===== src/rtl/uart_pkg.sv =====
// Shared UART definitions: parity encodings, FSM states and the data-length clamp.
// Used by the TX serializer and its parity generator.
package uart_pkg;

    localparam int MIN_DATA_W = 5;

    localparam logic [1:0] PAR_NONE = 2'b00;
    localparam logic [1:0] PAR_ODD  = 2'b01;
    localparam logic [1:0] PAR_EVEN = 2'b10;

    typedef enum logic [2:0] {
        ST_IDLE,
        ST_START,
        ST_DATA,
        ST_PARITY,
        ST_STOP,
        ST_BRK,
        ST_BRK_STOP
    } tx_state_e;

    // Number of data bits for a given length code, clamped to the widest field.
    function automatic int data_bits(input int len, input int max_w);
        int n;
        n = MIN_DATA_W + len;
        return (n > max_w) ? max_w : n;
    endfunction

endpackage


===== src/rtl/uart_parity_gen.sv =====
// Parity over the low n_bits of data with odd/even select; par_bit is 0 when parity is off.
// Kept standalone so the receive path can reuse it.
module uart_parity_gen
    import uart_pkg::*;
#(
    parameter int DATA_W = 9,
    parameter int CNT_W  = 4
) (
    input  logic [DATA_W-1:0] data,
    input  logic [CNT_W-1:0]  n_bits,
    input  logic [1:0]        parity_type,
    output logic              par_en,
    output logic              par_bit
);

    logic [DATA_W-1:0] mask;
    logic              ones_odd;

    always_comb begin
        mask     = ~({DATA_W{1'b1}} << n_bits);
        ones_odd = ^(data & mask);
        par_en   = (parity_type == PAR_ODD) || (parity_type == PAR_EVEN);
        par_bit  = 1'b0;
        if (parity_type == PAR_ODD) begin
            par_bit = ~ones_odd;
        end else if (parity_type == PAR_EVEN) begin
            par_bit = ones_odd;
        end
    end

endmodule


===== src/rtl/uart_tx_serializer.sv =====
// UART transmit serializer: start/data/parity/stop framing with a one-entry holding buffer.
// Optional break generation is compiled in with `define UART_TX_BREAK_EN.
module uart_tx_serializer
    import uart_pkg::*;
#(
    parameter int DATA_W_MAX = 9,
    parameter int LEN_W      = 3,
    parameter int BREAK_LEN  = 13
) (
    input  logic                  BaudOut,
    input  logic                  rst,
    input  logic [DATA_W_MAX-1:0] data_in,
    input  logic [LEN_W-1:0]      data_length,
    input  logic [1:0]            parity_type,
    input  logic                  stop_bits,
    input  logic                  send,
`ifdef UART_TX_BREAK_EN
    input  logic                  send_break,
`endif
    output logic                  tx_ready,
    output logic                  data_out,
    output logic                  p_parity_out,
    output logic                  tx_active,
    output logic                  tx_done
);

    localparam int CNT_MAX = (BREAK_LEN > DATA_W_MAX) ? BREAK_LEN : DATA_W_MAX;
    localparam int CNT_W   = $clog2(CNT_MAX + 1);

    typedef struct packed {
        logic [DATA_W_MAX-1:0] data;
        logic [CNT_W-1:0]      nbits;
        logic                  par_en;
        logic                  par_bit;
        logic                  stop2;
    } frame_t;

    tx_state_e             state_q, state_d;
    logic [CNT_W-1:0]      cnt_q, cnt_d;
    frame_t                sh_q, sh_d, buf_q, buf_d, in_frame;
    logic                  buf_valid_q, buf_valid_d;
    logic                  data_out_q, data_out_d;
    logic                  tx_active_q, tx_active_d;
    logic                  tx_done_q, tx_done_d;
    logic                  last_stop, in_break, accept, frame_state;
    logic                  load_new, load_buf;
    logic                  in_par_en, in_par_bit;
    logic [CNT_W-1:0]      in_nbits;
    logic [DATA_W_MAX-1:0] shifted;

    assign in_nbits = CNT_W'(data_bits(int'(data_length), DATA_W_MAX));

    uart_parity_gen #(
        .DATA_W (DATA_W_MAX),
        .CNT_W  (CNT_W)
    ) u_parity (
        .data        (data_in),
        .n_bits      (in_nbits),
        .parity_type (parity_type),
        .par_en      (in_par_en),
        .par_bit     (in_par_bit)
    );

    always_comb begin
        in_frame.data    = data_in;
        in_frame.nbits   = in_nbits;
        in_frame.par_en  = in_par_en;
        in_frame.par_bit = in_par_bit;
        in_frame.stop2   = stop_bits;
    end

`ifdef UART_TX_BREAK_EN
    assign in_break = (state_q == ST_BRK) || (state_q == ST_BRK_STOP);
`else
    assign in_break = 1'b0;
`endif

    // The buffer slot frees on the final stop edge, so a request on that edge is taken.
    assign last_stop   = (state_q == ST_STOP) && (!sh_q.stop2 || (cnt_q == CNT_W'(1)));
    assign tx_ready    = (!buf_valid_q || last_stop) && !in_break;
    assign accept      = send && tx_ready;
    assign frame_state = (state_q == ST_START) || (state_q == ST_DATA) ||
                         (state_q == ST_PARITY) || (state_q == ST_STOP);

    always_comb begin
        state_d     = state_q;
        cnt_d       = cnt_q;
        sh_d        = sh_q;
        buf_d       = buf_q;
        buf_valid_d = buf_valid_q;
        tx_done_d   = 1'b0;
        load_new    = 1'b0;
        load_buf    = 1'b0;

        case (state_q)
            ST_IDLE: begin
                if (accept) begin
                    load_new = 1'b1;
                end
`ifdef UART_TX_BREAK_EN
                else if (send_break && !buf_valid_q) begin
                    state_d = ST_BRK;
                    cnt_d   = '0;
                end
`endif
            end
            ST_START: begin
                state_d = ST_DATA;
                cnt_d   = '0;
            end
            ST_DATA: begin
                if (cnt_q == sh_q.nbits - CNT_W'(1)) begin
                    cnt_d   = '0;
                    state_d = sh_q.par_en ? ST_PARITY : ST_STOP;
                end else begin
                    cnt_d = cnt_q + CNT_W'(1);
                end
            end
            ST_PARITY: begin
                state_d = ST_STOP;
                cnt_d   = '0;
            end
            ST_STOP: begin
                // With an empty buffer, a request on the closing edge goes straight to the shifter.
                if (last_stop) begin
                    tx_done_d = 1'b1;
                    if (buf_valid_q) begin
                        load_buf = 1'b1;
                    end else if (accept) begin
                        load_new = 1'b1;
                    end else begin
                        state_d = ST_IDLE;
                    end
                end else begin
                    cnt_d = cnt_q + CNT_W'(1);
                end
            end
`ifdef UART_TX_BREAK_EN
            ST_BRK: begin
                if (cnt_q == CNT_W'(BREAK_LEN - 1)) begin
                    state_d = ST_BRK_STOP;
                end else begin
                    cnt_d = cnt_q + CNT_W'(1);
                end
            end
            ST_BRK_STOP: begin
                tx_done_d = 1'b1;
                state_d   = ST_IDLE;
            end
`endif
            default: state_d = ST_IDLE;
        endcase

        if (load_buf) begin
            sh_d        = buf_q;
            state_d     = ST_START;
            buf_valid_d = 1'b0;
        end
        if (load_new) begin
            sh_d    = in_frame;
            state_d = ST_START;
        end
        if (accept && !load_new) begin
            buf_d       = in_frame;
            buf_valid_d = 1'b1;
        end
    end

    // Line level is registered from the next state so the pad sees a clean flop output.
    always_comb begin
        shifted = sh_d.data >> cnt_d;
        case (state_d)
            ST_START:  data_out_d = 1'b0;
            ST_DATA:   data_out_d = shifted[0];
            ST_PARITY: data_out_d = sh_d.par_bit;
            ST_BRK:    data_out_d = 1'b0;
            default:   data_out_d = 1'b1;
        endcase
        tx_active_d = (state_d != ST_IDLE);
    end

    always_ff @(posedge BaudOut or negedge rst) begin
        if (!rst) begin
            state_q     <= ST_IDLE;
            cnt_q       <= '0;
            buf_valid_q <= 1'b0;
            data_out_q  <= 1'b1;
            tx_active_q <= 1'b0;
            tx_done_q   <= 1'b0;
        end else begin
            state_q     <= state_d;
            cnt_q       <= cnt_d;
            buf_valid_q <= buf_valid_d;
            data_out_q  <= data_out_d;
            tx_active_q <= tx_active_d;
            tx_done_q   <= tx_done_d;
        end
    end

    always_ff @(posedge BaudOut) begin
        sh_q  <= sh_d;
        buf_q <= buf_d;
    end

    assign data_out     = data_out_q;
    assign tx_active    = tx_active_q;
    assign tx_done      = tx_done_q;
    assign p_parity_out = frame_state && sh_q.par_bit;

endmodule

===== config.mk =====
export PLATFORM = sky130hd
export DESIGN_NAME = uart_tx_serializer
export DESIGN_NICKNAME = d
export VERILOG_FILES = /design/src/rtl/uart_pkg.sv /design/src/rtl/uart_parity_gen.sv /design/src/rtl/uart_tx_serializer.sv
export SDC_FILE = /design/constraint.sdc
export NUM_CORES = 1
export LEC_CHECK = 0
export CAP_MARGIN = 10
export CORE_MARGIN = 2
export CORE_UTILIZATION = 50
export DETAILED_ROUTE_END_ITERATION = 10
export GPL_TIMING_DRIVEN = 0
export PLACE_DENSITY = 0.76
export RECOVER_POWER = 25
export SLEW_MARGIN = 20
export SYNTH_ARGS = -nofsm -noshare
export SYNTH_HDL_FRONTEND = slang
export SYNTH_SLANG_ARGS = --single-unit

===== constraint.sdc =====
create_clock -name BaudOut -period 2.61 [get_ports BaudOut]
set_input_delay 0.3915 -clock BaudOut [delete_from_list [all_inputs] [get_ports BaudOut]]
set_output_delay 0.3915 -clock BaudOut [all_outputs]
set_load 0.005 [all_outputs]

### Word level (Yosys, flattened, before mapping)

Index checks and enable logic that the tools add are counted.

* eq/ne operators: 12
* bitwise logic cells: 3
* order comparisons: 1
* muxes and demuxes: 28
* reduce and logical (&&, ||, !) cells: 20
* shift operators: 2
* $add $sub $neg: 3

Operators by type and width (count)
* $mux 16: 2
* $mux 3: 7
* $pmux 3 s5: 1
* $eq 3x2->1 const B: 4
* $mux 1: 12
* $mux 4: 3
* $pmux 4 s3: 1
* $and 9x9->9: 1
* $not 9->9: 1
* $reduce_xor 9->1: 1
* $shl 9x4->9 const A: 1
* $shr 9x4->1: 1
* $eq 3x1->1 const B: 2
* $eq 3x3->1 const B: 2
* $logic_or 1x1->1: 6
* $add 3x3->4 const A: 1
* $add 4x1->4 const B: 1
* $eq 4x1->1 const B: 1
* $eq 4x4->1: 1
* $gt 4x4->1 const B: 1
* $logic_and 1x1->1: 4
* $reduce_bool 2->1: 2
* $reduce_or 2->1: 2
* $sub 4x1->4 const B: 1
* 8 further kinds: 10

* register bits: 43
* output and inout port bits: 5

### Longest topological paths before layout

* depth in word-level cells: 14
* mapped depth: 12

### Hierarchy

Synthesis repeated with hierarchy kept, for this count alone.

* cells, all modules: 221
* area total of the unflattened synthesis: 2347.3 um^2

By module, submodules not included
* uart_tx_serializer: seq. area each 1137.3 um^2, cells an instance 189, area an instance 2100.8 um^2, instances 1
* uart_parity_gen: seq. area each 0.0 um^2, cells an instance 32, area an instance 246.5 um^2, instances 1

### Least setup slack after synthesis

Ideal clock, no wire load.

* kind: register to register
* from: register cnt_q[1]
* to: register buf_q[0] (netlist name), enable pin
* buffers on the path: 1
* required time: 2.220 ns
* slack: -0.165 ns
* data arrival time: 2.385 ns
* setup time: 0.390 ns
* period minus slack after synthesis: 2.775 ns
* cell stages (with the launch flop): 8
* cells stage by stage: dfrtp_1 inv_1 ha_1 or3b_4 and2_1 buf_2 o21ai_0 nor2b_1

* cells in the longest elaborated chain, start to end: 11

Ends and longest elaborated chain
* start, declared: RTL line uart_tx_serializer.sv:39 `logic [CNT_W-1:0] cnt_q, cnt_d;`
* start signal, assigned: RTL line uart_tx_serializer.sv:192 `cnt_q <= cnt_d;`
* $eq 4x1->1 *: RTL line uart_tx_serializer.sv:79 `assign last_stop = (state_q == ST_STOP) && (!sh_q.stop2 || (cnt_q == CNT_W'(1)));`
* $logic_or 1x1->1 *: RTL line uart_tx_serializer.sv:79
* $logic_and 1x1->1 *: RTL line uart_tx_serializer.sv:79
* $logic_or 1x1->1 *: RTL line uart_tx_serializer.sv:80 `assign tx_ready = (!buf_valid_q || last_stop) && !in_break;`
* net tx_ready: RTL line uart_tx_serializer.sv:20 `output logic tx_ready,`
* $logic_and 1x1->1 *: RTL line uart_tx_serializer.sv:81 `assign accept = send && tx_ready;`
* $mux 1: RTL line uart_tx_serializer.sv:97, uart_tx_serializer.sv:129
* $mux 1: RTL line uart_tx_serializer.sv:127 `if (buf_valid_q) begin`
* $mux 1: RTL line uart_tx_serializer.sv:125 `if (last_stop) begin`
* $pmux 1 s2: RTL line uart_tx_serializer.sv:95 `case (state_q)`
* $logic_not 1->1: RTL line uart_tx_serializer.sv:163 `if (accept && !load_new) begin`
* $logic_and 1x1->1 *: RTL line uart_tx_serializer.sv:163
* end signal, assigned: RTL line uart_tx_serializer.sv:202 `buf_q <= buf_d;`
* end, declared: RTL line uart_tx_serializer.sv:40 `frame_t sh_q, sh_d, buf_q, buf_d, in_frame;`

Mark *: on every way through the listed nets, which the timed path passes. The rest lies on a longest branch.
A chain may end at the register's enable or synchronous reset.

### Worst setup path in the final report

* from: register cnt_q[1]
* to: output tx_ready

* cells in the longest elaborated chain, start to end: 4

Ends and longest elaborated chain (RTL line)
* $eq 4x1->1: uart_tx_serializer.sv:79
* $logic_or 1x1->1: uart_tx_serializer.sv:79
* $logic_and 1x1->1: uart_tx_serializer.sv:79
* $logic_or 1x1->1: uart_tx_serializer.sv:80
* end, declared: uart_tx_serializer.sv:20

Every way passes these cells.

==> results.txt <==
post-synthesis sequential area ratio = 0.4914
proportion of netlist area held by the largest area contributor = 0.2854
remaining antenna violation count after routing = 0
clock latency at the later pin of the worst-skew pair = 300 ps
type of origin of the critical path = flip-flop
Synth Register Bits = 43
critical path arrival = 2080 ps
total of endpoints with negative setup slack in the final report = 0
Highest Clock Rate = 0.4039 GHz
average size of a mapped cell = 10.62 sq um
metal2 WL = 2268 microns
uppermost layer routed = met4
FF+latch area = 0.001139 sq mm
TritonCTS buffer count = 5
highest ir drop seen on vdd = 590.1 uV
count of routing violations after the opening detailed-route iteration = 81
hold buffer count at cts = 0
H-tree depth reported by CTS = 2
worst-case setup slack after placement = -330.0 ps
first-pass detailed-route iteration total = 5
synthesized instance count = 218
die outline height = 72.04 microns
top cells by area, synth = sky130_fd_sc_hd__edfxtp_1, sky130_fd_sc_hd__dfrtp_1, sky130_fd_sc_hd__dfxtp_1, sky130_fd_sc_hd__mux2i_1, sky130_fd_sc_hd__ha_1
effective utilization at floorplan = 0.5244
residual overflow from global routing = 0
final hold slack = 494.5 ps
vias in the first global route = 1,645
average vias per placed instance = 5.612
end-of-flow core utilization = 0.6474
CTS sink cnt = 43
Max Fanout on Critical Path = 6
max-slew violation total from the final report = 0
power per standard cell area = 895.4 mW/mm^2
required time of the critical path = 2220 ps
metal1 wirelength = 2122 microns
synthesized area = 0.002315 sq mm
number of port buffers = 22
area enclosed by the die boundary = 0.005190 sq mm
half-perimeter wire length after detailed placement = 3343 microns
PnR worst setup slack = 134.3 ps
Die Width = 72.04 microns
fin crit period = 2476 ps
clock tree root buffer cell = sky130_fd_sc_hd__clkbuf_8
fraction of layout instances using a drive strength above 1 = 0.1765
met3 wire len = 201 microns
area added between synthesis and finish = 23.46%
TritonCTS clock tree = yes
Longest Clk Path Bufs = 2
final weighted congestion in routability-driven placement = 0.7986
initial antenna violation count = 0
total via count after detailed routing = 1,723
wirelength, routed = 4639 microns
share of flip-flops with an asynchronous set or reset = 0.2558
skew final = 3.902 ps
Post-Synthesis Net Count = 243
status = finished clean
count of pins on the block boundary = 23
Crit. End Element = output pin
worst rel slew slack = 0.6623
unrepaired setup endpoints after global routing = no
placeable core region = 0.004414 sq mm
number of maximum-capacitance constraint violations = 0
type of the worst setup path = reg -> out
leakage power summed over all cells = 1.101 nW
launch point of the worst path = cnt_q[1]$_DFF_PN0_
final period utilization = 0.9485
Cell Rows = 24
multi-input gate area in the final layout = 0.001144 sq mm
final hold violations = 0
maximum number of pins on one net before global-route repair = 17
number of enable flip-flop cells after synthesis = 22
final routed DRC violation total = 0
synth unique cells = 57
number of nets in the finished design = 279
path type of the worst min-delay path = in -> async
average wire per cell in the routed design = 15.11 microns
clock slew seen by the registers of the worst setup and hold paths = 80 ps
Yosys top cell by area = sky130_fd_sc_hd__edfxtp_1
first-pass GRT wire length = 7617 microns
diode insertion count for antenna repair = 0
r2r startpoint = cnt_q[1]$_DFF_PN0_
number of warning messages in the yosys log = 0
fillcell total = 350
Total Routing Usage GR = 0.1936
dominant synthesized flop cell = sky130_fd_sc_hd__edfxtp_1
Worst Max-Slew Pin Slew = 504.8 ps
[per-layer routing]
metal / vias to the layer above / GRT usage
met4: 0 / 0.06499
li1: 864 / -
met1: 813 / 0.2557
met3: 6 / 0.04722
met5: - / 0
met2: 40 / 0.3148
[area by class of cell]
type	instances	share of cell area
Clock buffer	5	0.02408
Timing Repair Buffer	29	0.1055
Inverter	16	0.02102
Multi-Input combinational cell	150	0.4002
Clock inverter	3	0.008319
Sequential cell	43	0.3984
Tap cell	52	0.02277
Buffer	9	0.01970
[critical path, stage by stage, from the launching register on]
cell and delay [ps]:
sky130_fd_sc_hd__dfrtp_2 400, sky130_fd_sc_hd__inv_1 50, sky130_fd_sc_hd__ha_1 130, sky130_fd_sc_hd__or3b_4 420
sky130_fd_sc_hd__and2_1 170, sky130_fd_sc_hd__clkbuf_4 180, sky130_fd_sc_hd__o21ai_4 190, sky130_fd_sc_hd__dlygate4sd2_1 250
[where the power goes]
group	leakage (nW)	switching [mW]	total [mW]	internal (mW)
combinational	0.642	0.601	1.16	0.560
clock	0.0408	0.237	0.428	0.191
sequential	0.418	0.0831	0.970	0.886
total	1.10	0.922	2.56	1.64
[metrics by stage]
step	instance area, sq um	std cells	power (mW)	setup TNS, ps
2_1_floorplan	2317	218	1.726	0
5_1_grt	2858	307	2.745	0
6_report	2858	307	2.559	0
4_1_cts	2771	305	2.527	0
3_3_place_gp	2603	292	1.983	-5139
3_5_place_dp	2603	292	2.003	-5745
[synth_stat cells, types with 3 or more instances]
cell and instances:
sky130_fd_sc_hd__o21ai_1 6, sky130_fd_sc_hd__ha_1 7, sky130_fd_sc_hd__nand3_1 4, sky130_fd_sc_hd__xor2_1 3, sky130_fd_sc_hd__nand2_1 12, sky130_fd_sc_hd__mux2_2 3, sky130_fd_sc_hd__inv_1 15, sky130_fd_sc_hd__dfxtp_1 10
sky130_fd_sc_hd__a22o_1 4, sky130_fd_sc_hd__nand2b_1 5, sky130_fd_sc_hd__nor2b_1 4, sky130_fd_sc_hd__o211ai_1 3, sky130_fd_sc_hd__edfxtp_1 22, sky130_fd_sc_hd__a21oi_1 15, sky130_fd_sc_hd__nor2_1 19, sky130_fd_sc_hd__dfrtp_1 10
sky130_fd_sc_hd__nand4_1 4, sky130_fd_sc_hd__mux2i_1 12, sky130_fd_sc_hd__xnor2_1 8, sky130_fd_sc_hd__clkbuf_1 4
[cells in the final DEF, fill, tap and decap left out, types with 3 or more instances in the layout]
cell                              netlist  layout
sky130_fd_sc_hd__a21oi_1               15      15
sky130_fd_sc_hd__a22o_1                 4       4
sky130_fd_sc_hd__buf_4                  1       6
sky130_fd_sc_hd__clkbuf_2               0       5
sky130_fd_sc_hd__clkbuf_8               0       5
sky130_fd_sc_hd__clkdlybuf4s50_1        0       8
sky130_fd_sc_hd__dfrtp_1               10       9
sky130_fd_sc_hd__dfxtp_1               10      10
sky130_fd_sc_hd__dlygate4sd3_1          0      11
sky130_fd_sc_hd__edfxtp_1              22      22
sky130_fd_sc_hd__ha_1                   7       6
sky130_fd_sc_hd__inv_1                 15      15
sky130_fd_sc_hd__mux2_2                 3       3
sky130_fd_sc_hd__mux2i_1               12      12
sky130_fd_sc_hd__nand2_1               12      12
sky130_fd_sc_hd__nand2b_1               5       4
sky130_fd_sc_hd__nand3_1                4       3
sky130_fd_sc_hd__nand4_1                4       4
sky130_fd_sc_hd__nor2_1                19      19
sky130_fd_sc_hd__nor2b_1                4       3
sky130_fd_sc_hd__o211ai_1               3       3
sky130_fd_sc_hd__o21ai_1                6       5
sky130_fd_sc_hd__xnor2_1                8       8
sky130_fd_sc_hd__xor2_1                 3       3
[timing repair]
item,4_1_cts,5_1_grt
buffers inserted,5,2
gates resized for setup,8,19
pin swaps,1,2
setup endpoints to repair,28,20
[logic make-up after synthesis]
family / Yosys count / synth area share
and+or+nand+nor: 63 / 0.1427
adders and majority gates: 7 / 0.03784
xor gates and xnor gates: 12 / 0.05135
DFF: 43 / 0.4914
muxes: 15 / 0.06649
buffers and inverters: 25 / 0.04648
AOI/OAI and AO/OA: 53 / 0.1638
[registers in the layout (all words and copies together) (netlist names)]
| register | flops |
|---|---|
| buf_valid_q | 1 |
| buf_q | 16 |
| tx_done | 1 |
| cnt_q | 4 |
| tx_active | 1 |
| state_q | 3 |
| data_out | 1 |
| sh_q | 16 |
[path summary, 6_finish.rpt]
path                                 endpoint  slack (ps)  cells past startpoint
max in group asynchronous  cnt_q[1]$_DFF_PN0_        1750                      1
max                                  tx_ready         130                      7
min reg2reg                 sh_q[5]$_DFFE_PP_         540                      1
max reg2reg                data_out$_DFF_PN1_         170                     10
min                        cnt_q[0]$_DFF_PN0_         490                      1
min in group BaudOut        sh_q[5]$_DFFE_PP_         540                      1
(Power assumes the default switching activity.)
